[src/rtl/alu_pkg.sv]
// Shared definitions for the AVR-style ALU sequencer: op codes, SREG bit
// indices, sequencer states and the decoded-instruction record.
// The SKIP2 state only exists when ALU_SEQUENCER_SKIP2_EN is defined.
package alu_pkg;

  // ALU op codes, taken straight from instruction bits [13:10]
  localparam logic [3:0] OP_NOP  = 4'b0000;
  localparam logic [3:0] OP_CPC  = 4'b0001;
  localparam logic [3:0] OP_SBC  = 4'b0010;
  localparam logic [3:0] OP_ADD  = 4'b0011;
  localparam logic [3:0] OP_CPSE = 4'b0100;
  localparam logic [3:0] OP_CP   = 4'b0101;
  localparam logic [3:0] OP_SUB  = 4'b0110;
  localparam logic [3:0] OP_ADC  = 4'b0111;
  localparam logic [3:0] OP_AND  = 4'b1000;
  localparam logic [3:0] OP_EOR  = 4'b1001;
  localparam logic [3:0] OP_OR   = 4'b1010;
  localparam logic [3:0] OP_MOV  = 4'b1011;

  // SREG bit positions, {I,T,H,S,V,N,Z,C}
  localparam int SREG_I = 7;
  localparam int SREG_T = 6;
  localparam int SREG_H = 5;
  localparam int SREG_S = 4;
  localparam int SREG_V = 3;
  localparam int SREG_N = 2;
  localparam int SREG_Z = 1;
  localparam int SREG_C = 0;

  typedef enum logic [2:0] {
    IDLE  = 3'd0,
    READ  = 3'd1,
    EXEC  = 3'd2,
    SKIP  = 3'd3
`ifdef ALU_SEQUENCER_SKIP2_EN
    , SKIP2 = 3'd4
`endif
  } state_t;

  typedef struct packed {
    logic       is_alu;
    logic [3:0] op;
    logic [4:0] rd;
    logic [4:0] rr;
    logic       writes_rf;
    logic       writes_sreg;
    logic       is_two_word;
  } decode_t;

  // LDS, STS, JMP and CALL carry a second word that must be skipped as well
  function automatic logic two_word_opcode(input logic [15:0] w);
    return ((w & 16'hFE0F) == 16'h9000) ||
           ((w & 16'hFE0F) == 16'h9200) ||
           ((w & 16'hFE0C) == 16'h940C);
  endfunction

endpackage

[src/rtl/alu_decode.sv]
// Combinational decoder for the register-register ALU group.
module alu_decode
  import alu_pkg::*;
(
  input  logic [15:0] instr,
  output decode_t     dec
);

  // Field extraction and per-op writeback / flag-update classification
  always_comb begin
    // NOTE: every output of a combinational block gets a default first so no
    // path can leave it unassigned and infer a latch.
    dec             = '0;
    dec.op          = instr[13:10];
    dec.rd          = instr[8:4];
    dec.rr          = {instr[9], instr[3:0]};
    dec.is_alu      = (instr[15:14] == 2'b00) && (instr[13:10] != OP_NOP);
    dec.is_two_word = two_word_opcode(instr);
    case (instr[13:10])
      OP_ADD, OP_ADC, OP_SUB, OP_SBC,
      OP_AND, OP_EOR, OP_OR,  OP_MOV: dec.writes_rf = dec.is_alu;
      default:                        dec.writes_rf = 1'b0;
    endcase
    dec.writes_sreg = dec.is_alu && (instr[13:10] != OP_MOV) && (instr[13:10] != OP_CPSE);
  end

endmodule

[src/rtl/alu_sequencer.sv]
// ALU sequencer: accepts instruction words, reads Rd/Rr, drives the external
// ALU for one cycle, writes back the result and SREG, and resolves CPSE skips.
// Define ALU_SEQUENCER_SKIP2_EN to let CPSE skip a two-word instruction whole.
module alu_sequencer
  import alu_pkg::*;
(
  input  logic        i_clk,
  input  logic        i_reset,
  input  logic [15:0] i_instr,
  input  logic        i_instr_valid,
  output logic        o_instr_ready,
  output logic        o_done,
  output logic        o_nonalu,
  output logic [4:0]  o_rf_raddr_d,
  output logic [4:0]  o_rf_raddr_r,
  input  logic [7:0]  i_rf_rdata_d,
  input  logic [7:0]  i_rf_rdata_r,
  output logic        o_rf_we,
  output logic [4:0]  o_rf_waddr,
  output logic [7:0]  o_rf_wdata,
  output logic [3:0]  o_alu_operation,
  output logic [7:0]  o_alu_op1,
  output logic [7:0]  o_alu_op2,
  output logic [5:0]  o_alu_flags,
  input  logic [7:0]  i_alu_result,
  input  logic [5:0]  i_alu_flags,
  input  logic        i_sreg_we,
  input  logic [7:0]  i_sreg_wdata,
  output logic [7:0]  o_sreg
);

  state_t     state, state_next;
  decode_t    dec;
  logic       load_instr;
  logic [3:0] op_q;
  logic [4:0] rd_q, rr_q;
  logic       writes_rf_q, writes_sreg_q;
  logic [7:0] sreg_q;

  alu_decode u_decode (
    .instr (i_instr),
    .dec   (dec)
  );

`ifndef ALU_SEQUENCER_SKIP2_EN
  // Two-word detection only matters when two-word skips are enabled
  logic unused_two_word;
  assign unused_two_word = dec.is_two_word;
`endif

  // State register and latch of the accepted instruction's fields
  always_ff @(posedge i_clk) begin
    // NOTE: sequential state uses non-blocking assignments so every flop
    // samples pre-edge values regardless of statement order.
    if (i_reset) begin
      state         <= IDLE;
      op_q          <= OP_NOP;
      rd_q          <= '0;
      rr_q          <= '0;
      writes_rf_q   <= 1'b0;
      writes_sreg_q <= 1'b0;
    end else begin
      state <= state_next;
      if (load_instr) begin
        op_q          <= dec.op;
        rd_q          <= dec.rd;
        rr_q          <= dec.rr;
        writes_rf_q   <= dec.writes_rf;
        writes_sreg_q <= dec.writes_sreg;
      end
    end
  end

  // SREG: external writes land only in IDLE; ALU flags land at the EXEC edge
  always_ff @(posedge i_clk) begin
    if (i_reset) begin
      sreg_q <= 8'h00;
    end else if (state == IDLE && i_sreg_we) begin
      sreg_q <= i_sreg_wdata;
    end else if (state == EXEC && writes_sreg_q) begin
      sreg_q[SREG_H:SREG_C] <= i_alu_flags;
    end
  end

  // Next-state and output decode; everything idles low while in reset
  always_comb begin
    state_next      = state;
    load_instr      = 1'b0;
    o_instr_ready   = 1'b0;
    o_done          = 1'b0;
    o_nonalu        = 1'b0;
    o_rf_we         = 1'b0;
    o_alu_operation = OP_NOP;
    o_alu_op1       = 8'h00;
    o_alu_op2       = 8'h00;
    o_alu_flags     = 6'h00;
    if (!i_reset) begin
      case (state)
        IDLE: begin
          o_instr_ready = 1'b1;
          if (i_instr_valid) begin
            if (dec.is_alu) begin
              load_instr = 1'b1;
              state_next = READ;
            end else begin
              o_nonalu = 1'b1;
            end
          end
        end
        READ: begin
          o_alu_operation = op_q;
          o_alu_op1       = i_rf_rdata_d;
          o_alu_op2       = i_rf_rdata_r;
          o_alu_flags     = sreg_q[SREG_H:SREG_C];
          state_next      = EXEC;
        end
        EXEC: begin
          o_done     = 1'b1;
          o_rf_we    = writes_rf_q;
          state_next = (op_q == OP_CPSE && i_alu_result == 8'h00) ? SKIP : IDLE;
        end
        SKIP: begin
          // The discarded word never reports as non-ALU
          o_instr_ready = 1'b1;
          if (i_instr_valid) begin
`ifdef ALU_SEQUENCER_SKIP2_EN
            state_next = dec.is_two_word ? SKIP2 : IDLE;
`else
            state_next = IDLE;
`endif
          end
        end
`ifdef ALU_SEQUENCER_SKIP2_EN
        SKIP2: begin
          o_instr_ready = 1'b1;
          if (i_instr_valid) state_next = IDLE;
        end
`endif
        default: state_next = IDLE;
      endcase
    end
  end

  assign o_rf_raddr_d = rd_q;
  assign o_rf_raddr_r = rr_q;
  assign o_rf_waddr   = rd_q;
  assign o_rf_wdata   = o_rf_we ? i_alu_result : 8'h00;
  assign o_sreg       = sreg_q;

endmodule

[config.mk]
export PLATFORM = sky130hd
export DESIGN_NAME = alu_sequencer
export DESIGN_NICKNAME = d
export VERILOG_FILES = /design/src/rtl/alu_pkg.sv /design/src/rtl/alu_decode.sv /design/src/rtl/alu_sequencer.sv
export SDC_FILE = /design/constraint.sdc
export NUM_CORES = 1
export LEC_CHECK = 0
export BUFFER_PORTS_ARGS = -buffer_cell sky130_fd_sc_hd__clkbuf_2
export CORE_MARGIN = 3
export CORE_UTILIZATION = 40
export CTS_BUF_LIST = sky130_fd_sc_hd__clkbuf_4
export DETAILED_ROUTE_END_ITERATION = 12
export PLACE_DENSITY_LB_ADDON = 0.15
export SLEW_MARGIN = 15
export SYNTH_ARGS = -nofsm -noshare
export SYNTH_HDL_FRONTEND = slang
export SYNTH_SLANG_ARGS = --single-unit
[constraint.sdc]
create_clock -name i_clk -period 2.3 [get_ports i_clk]
set_input_delay 0.23 -clock i_clk [delete_from_list [all_inputs] [get_ports i_clk]]
set_output_delay 0.23 -clock i_clk [all_outputs]
set_load 0.005 [all_outputs]
==> results of run 1 <==
-- worst register-to-register path, delay by kind of cell, from the launching register on --
| kind | cells | cell delay (ps) |
|---|---|---|
| simple gates | 2 | 610 |
| compound gates | 2 | 510 |
| flops | 1 | 390 |
| fa+ha+maj | 1 | 230 |
| buf+inv | 1 | 130 |
-- cells in the mapped netlist, types with 2 or more instances --
master,instances
buf_4,5
o21ai_0,14
buf_2,3
nor2_1,10
nand3b_1,16
nand3_1,8
a311oi_1,6
and2_1,27
inv_1,16
ha_1,5
nand2_1,14
nor4_1,4
dfxtp_1,26
a21oi_1,4
nand2b_1,2
clkbuf_1,10
and3_1,8
nor2b_1,3
-- cell families after synthesis --
group | count (synthesis) | share of synthesized area
AND/OR/NAND/NOR | 96 | 0.372
buffers and inverters | 34 | 0.100
AO/OA/AOI/OAI | 30 | 0.131
flip-flops | 26 | 0.348
adder cells (fa/ha/maj) | 5 | 0.0418
multiplexers | 1 | 0.00669
-- metal layers --
layer,part of all wire,global-route usage,wire length (um),vias up
met5,0,0,0,-
met4,0.0048,0.0506,19,0
met3,0.088,0.0216,352,2
met2,0.46,0.292,1850,70
met1,0.44,0.213,1760,702
li1,-,-,-,862
-- placed cells by master, fill, tap and decap left out, drive strengths merged --
cell and instances:
bufinv 1, nor3 1, nand3b 16, a21oi 5, o21ai 14, nand2 14, a211o 1, a31oi 1
a311o 1, o41ai 1, or4 1, nor2b 3, and2 27, mux2i 1, nand3 8, inv 16
nand2b 2, buf 5, nor2 10, and3 8, nor4b 1, o32a 1, or4b 1, ha 5
dfxtp 26, nor4 4, a311oi 6, clkbuf 121
-- flip-flops by register name (all words and copies together), names as in the netlist --
name	cells
o_sreg	8
o_rf_raddr_d	5
o_rf_raddr_r	5
op_q	4
state	2
writes_rf_q	1
writes_sreg_q	1
-- power by group --
part           internal [W]  switching [W]  total [W]
clock network      0.000176       0.000136   0.000312
logic              0.000239       0.000266   0.000505
registers          0.000511      0.0000490   0.000560
-- per-stage QoR --
stage,power [W],cell area [um^2]
floorplan,0.000864,1500
global placement,0.00107,2090
detailed placement,0.00108,2090
CTS,0.00139,2140
global route,0.00149,2150
finish,0.00138,2150
-- worst max-delay path by stage --
stage,from,to,slack [ps],cells after the start
2_1_floorplan,state[0],writes_sreg_q,590,7
3_3_place_gp,state[0],o_alu_flags[5],440,5
3_5_place_dp,state[1],o_alu_flags[0],410,6
4_1_cts,state[0],o_alu_flags[0],40,5
5_1_grt,state[1],o_alu_flags[0],110,6
6_report,state[0],o_rf_wdata[1],270,5
-- layout make-up --
type / instances / area [um^2]
clock buffers: 3 / 22.5
clock inverters: 1 / 30.0
fillers: 367 / 1320
inverters: 16 / 60.1
multi-input cells: 132 / 827
flip-flops and latches: 26 / 520
well taps: 46 / 57.6
repair buffers: 123 / 628
-- what timing repair did --
action / 4_1_cts / 5_1_grt
hold buffers: 0 / 0
endpoints found under the setup margin: 0 / 13
gates resized for setup: 0 / 1
setup buffers: 0 / 0
==> reports/qor.yml, run 1 <==
area_delta_synth_final_pct: 43.5
synth_area_leaders: "dfxtp_1 35%, and2_1 11%, nand3b_1 8.0%"
final_cells: 347
htreeDepth: 1
first_iter_violations: 64
slew_viol_final: 0
port_buffers: 118
synth-seq-cells: 26
initial_core_util: 0.431
grt_max_degree: 23
finalSetupTns_ps: 0
dr.pass1.iters: 4
grt_use_total: 0.167
netlist_area_um2: 1500
drc: 0
numCtsBuffers: 3
timing.fmax_mhz: 492
synth-edff-count: 0
die_area_um2: 4510
power.density_nw_per_um2: 642
cp_top_family: "simple AND/OR/NAND/NOR gates"
path_buf_inv: 2
grt_overflow: 0
grt_pass1_vias: 1452
critPathMaxStageDelay_ps: 430
syn_inst: 192
drive_gt1_frac: 0.429
vias: 1636
setup.worst_path.class: "register to output pin"
die-width_um: 67.1
yosys_most_used_dff: "dfxtp_1"
slew_headroom: 0.658
drv_cap: 0
synth.avg_cell_area_um2: 7.79
fin_nets: 365
dp.cells: 343
grt_pass1_wl_um: 6060
reg2reg_slack_ps: 390
core_um2: 3470
tritoncts: "yes"
skew_ps: 8.93
critical_path.slowest_cell: "nor2b_1"
tightest_slew_ps: 508
clk_path_buf_depth: 2
syn_nets: 255
clockRootBuffer: "clkbuf_4"
min_from: "i_instr[6]"
vias_per_cell: 4.71
yosysWarnings: 0
min_period_ps: 2030
clk_latency_ps: 320
place_congestion: 0.764
hold_path.class: "input pin to register"
holdPathStages: 3
synth_top_area_share: 0.348
r2r_start: "state[0]"
synth_top_cell_by_area: "dfxtp_1"
drt_wl_total_um: 3980
cts_sinks: 26
crit_path_end_kind: "output pin"
antennaDiodeCount: 0
setup_ws_ps: 267
critPathMaxFanout: 10
required_ps: 2070
worst_r2r_path_depth: 6
hold_end: "o_rf_raddr_d[2]"
io_pins: 119
dp_hpwl_um: 3240
status: "finished clean"
finalHoldViolations: 0
vdd_drop_max_v: 0.000552
hold_ws_ps: 117
die_h_um: 67.1
synth_cell_types: 29
finalSetupViolCount: 0
place_ws_ps: 415
clkTransAtPathRegs_ps: 150
antenna_found_initial: 0
ys_seq_area_frac: 0.348
p_leak_nw: 1.17
grt_setup_unrepaired: "no"
r2r_end: "writes_sreg_q"
crit_chain: "inv_1 -> ha_1 -> nor2b_1 -> and3_1 -> clkbuf_2"
async_flop_share: 0
rows: 21
wl_per_cell_um: 11.5
timing.final.crit_share: 0.884
utilization: 0.619
startpoint_type: "register"
cp.arrival_ps: 1800
ant_nets: 0
(Power assumes the default switching activity.)
==> run 2: changes to the inputs <==
--- a/config.mk
+++ b/config.mk
@@ -7,8 +7,7 @@
 export LEC_CHECK = 0
 export BUFFER_PORTS_ARGS = -buffer_cell sky130_fd_sc_hd__clkbuf_2
 export CORE_MARGIN = 3
-export CORE_UTILIZATION = 40
-export CTS_BUF_LIST = sky130_fd_sc_hd__clkbuf_4
+export CORE_UTILIZATION = 39
 export DETAILED_ROUTE_END_ITERATION = 12
 export PLACE_DENSITY_LB_ADDON = 0.15
 export SLEW_MARGIN = 15
==> run 2 against run 1 <==
Compared with the run above:
- first-iteration DRC count grew 36%
- sequential share of layout area shrank 0.13 points
- global-route usage fell by 0.90 points
- register-to-register slack about the same
- count of clock-buffer cells in the layout did not move
- combinational power decreased by 1%
- utilization decreased by 0.60 points
- worst hold slack better by 68 ps
- critical endpoint is now o_alu_op2[6]
==> reports/qor.yml, run 2 (same netlist as run 1, synthesis figures left out) <==
status: "finished clean"
htreeDepth: 1
critPathMaxStageDelay_ps: 560
die_area_um2: 4610
die_h_um: 67.9
critPathMaxFanout: 26
vias: 1633
tightest_slew_ps: 653
grt_use_total: 0.158
layout_common_cells: "118 x clkbuf_2, 27 x and2_1, 26 x dfxtp_1"
setup.worst_path.class: "register to output pin"
core_um2: 3520
regArea_um2: 520
numCtsBuffers: 3
cp.arrival_ps: 1770
p_seq_frac: 0.391
dr.pass1.iters: 4
cts.hold.buffers_added: 0
cts_sinks: 26
finalSetupTns_ps: 0
first_iter_violations: 87
grt_overflow: 0
finalSetupViolCount: 0
groute.layer.met2.usage: 0.301
area_delta_synth_final_pct: 44.3
crit_chain: "ha_1 -> nor2b_2 -> and2_1 -> clkbuf_2"
p_sw_frac: 0.316
p_leak_nw: 1.18
finalPower_w: 0.00143
cp.depth: 4
antennaDiodeCount: 0
worst_r2r_path_depth: 6
drive_gt1_frac: 0.427
grt_setup_unrepaired: "no"
rows: 21
vias_per_cell: 4.72
met3_usage: 0.0328
ant_nets: 0
skew_ps: 3.97
min_period_ps: 2000
timing.fmax_mhz: 500
dp_hpwl_um: 3240
min_from: "i_instr[5]"
final_common_cell: "clkbuf_2"
use_met1: 0.181
largest_reg_flops: 8
grt_busiest_layer: "met2"
holdPathStages: 3
grt_pass1_vias: 1376
p_sw_w: 0.000452
timing.final.crit_share: 0.869
power.density_nw_per_um2: 663
fillCellCount: 345
cp_top_family: "simple AND/OR/NAND/NOR gates"
initial_core_util: 0.425
required_ps: 2070
vdd_drop_max_v: 0.000485
grt_pass1_wl_um: 5730
clockPowerShare: 0.261
wl_per_cell_um: 11.4
clockRootBuffer: "clkbuf_8"
grt_max_degree: 27
drc: 0
tritoncts: "yes"
r2r_start: "state[0]"
internal_power_w: 0.000978
startpoint_type: "register"
port_buffers: 118
drt_wl_total_um: 3940
path_buf_inv: 1
clkTransAtPathRegs_ps: 90
io_pins: 119
finalHoldViolations: 0
hold_path.class: "input pin to register"
die-width_um: 67.9
clk_path_buf_depth: 2
drv_cap: 0
multi_input_area_um2: 827
critical_path.slowest_cell: "nor2b_2"
fin_nets: 364
slew_viol_final: 0
crit_start: "state[0]"
antenna_found_initial: 0
clk_latency_ps: 270
p_comb_frac: 0.348
crit_path_end_kind: "output pin"
place_congestion: 0.757
slew_headroom: 0.563
==> run 2: power by group through the flow <==
| stage | Clock (W) | Sequential (W) | Combinational [W] |
|---|---|---|---|
| 2_1_floorplan | 0 | 0.000566 | 0.000298 |
| 3_3_place_gp | 0 | 0.000570 | 0.000499 |
| 3_5_place_dp | 0 | 0.000571 | 0.000500 |
| 4_1_cts | 0.000381 | 0.000560 | 0.000505 |
| 5_1_grt | 0.000399 | 0.000570 | 0.000565 |
| 6_report | 0.000373 | 0.000559 | 0.000498 |
==> run 2: worst paths after layout <==
kind / slack, ps / endpoint
setup / recovery: 300 / o_alu_op2[6]
hold / removal: 190 / o_rf_raddr_d[1]
setup reg to reg: 400 / writes_sreg_q
hold reg to reg: 470 / o_sreg[6]
==> run 2: timing repair <==
item / 4_1_cts / 5_1_grt
resized for setup: 1 / 0
buffers inserted: 0 / 0
endpoints found under the setup margin: 26 / 0
==> run 2: area by class of cell <==
type | instances | area share
Clock buffer | 3 | 0.0191
Clock inverter | 1 | 0.0139
Inverter | 16 | 0.0278
Multi-Input combinational cell | 132 | 0.383
Sequential cell | 26 | 0.241
Tap cell | 46 | 0.0267
Timing Repair Buffer | 122 | 0.288
==> run 2: stage by stage <==
stage               hold slack, ps  utilization  instances  worst slack (ps)  cell area (um^2)
global placement               443        0.592        342               292              2080
finish                         185        0.613        346               302              2160
detailed placement             450        0.592        342               243              2080
floorplan                      377            -        192               589              1500
CTS                            182        0.613        346               297              2160
global route                   185        0.613        346              75.2              2160
==> run 2: worst reg2reg max path: stages, from the launching register on <==
cell and delay (ps):
dfxtp_1 370, inv_1 120, ha_1 230, nand3b_1 100, or4_1 500, a311o_1 370, a21oi_2 150
==> run 2: layer usage <==
metal / wire, um / vias to the layer above
met1: 1670 / 701
met3: 366 / 2
li1: - / 859
met5: 0 / -
met2: 1900 / 71
met4: 8 / 0
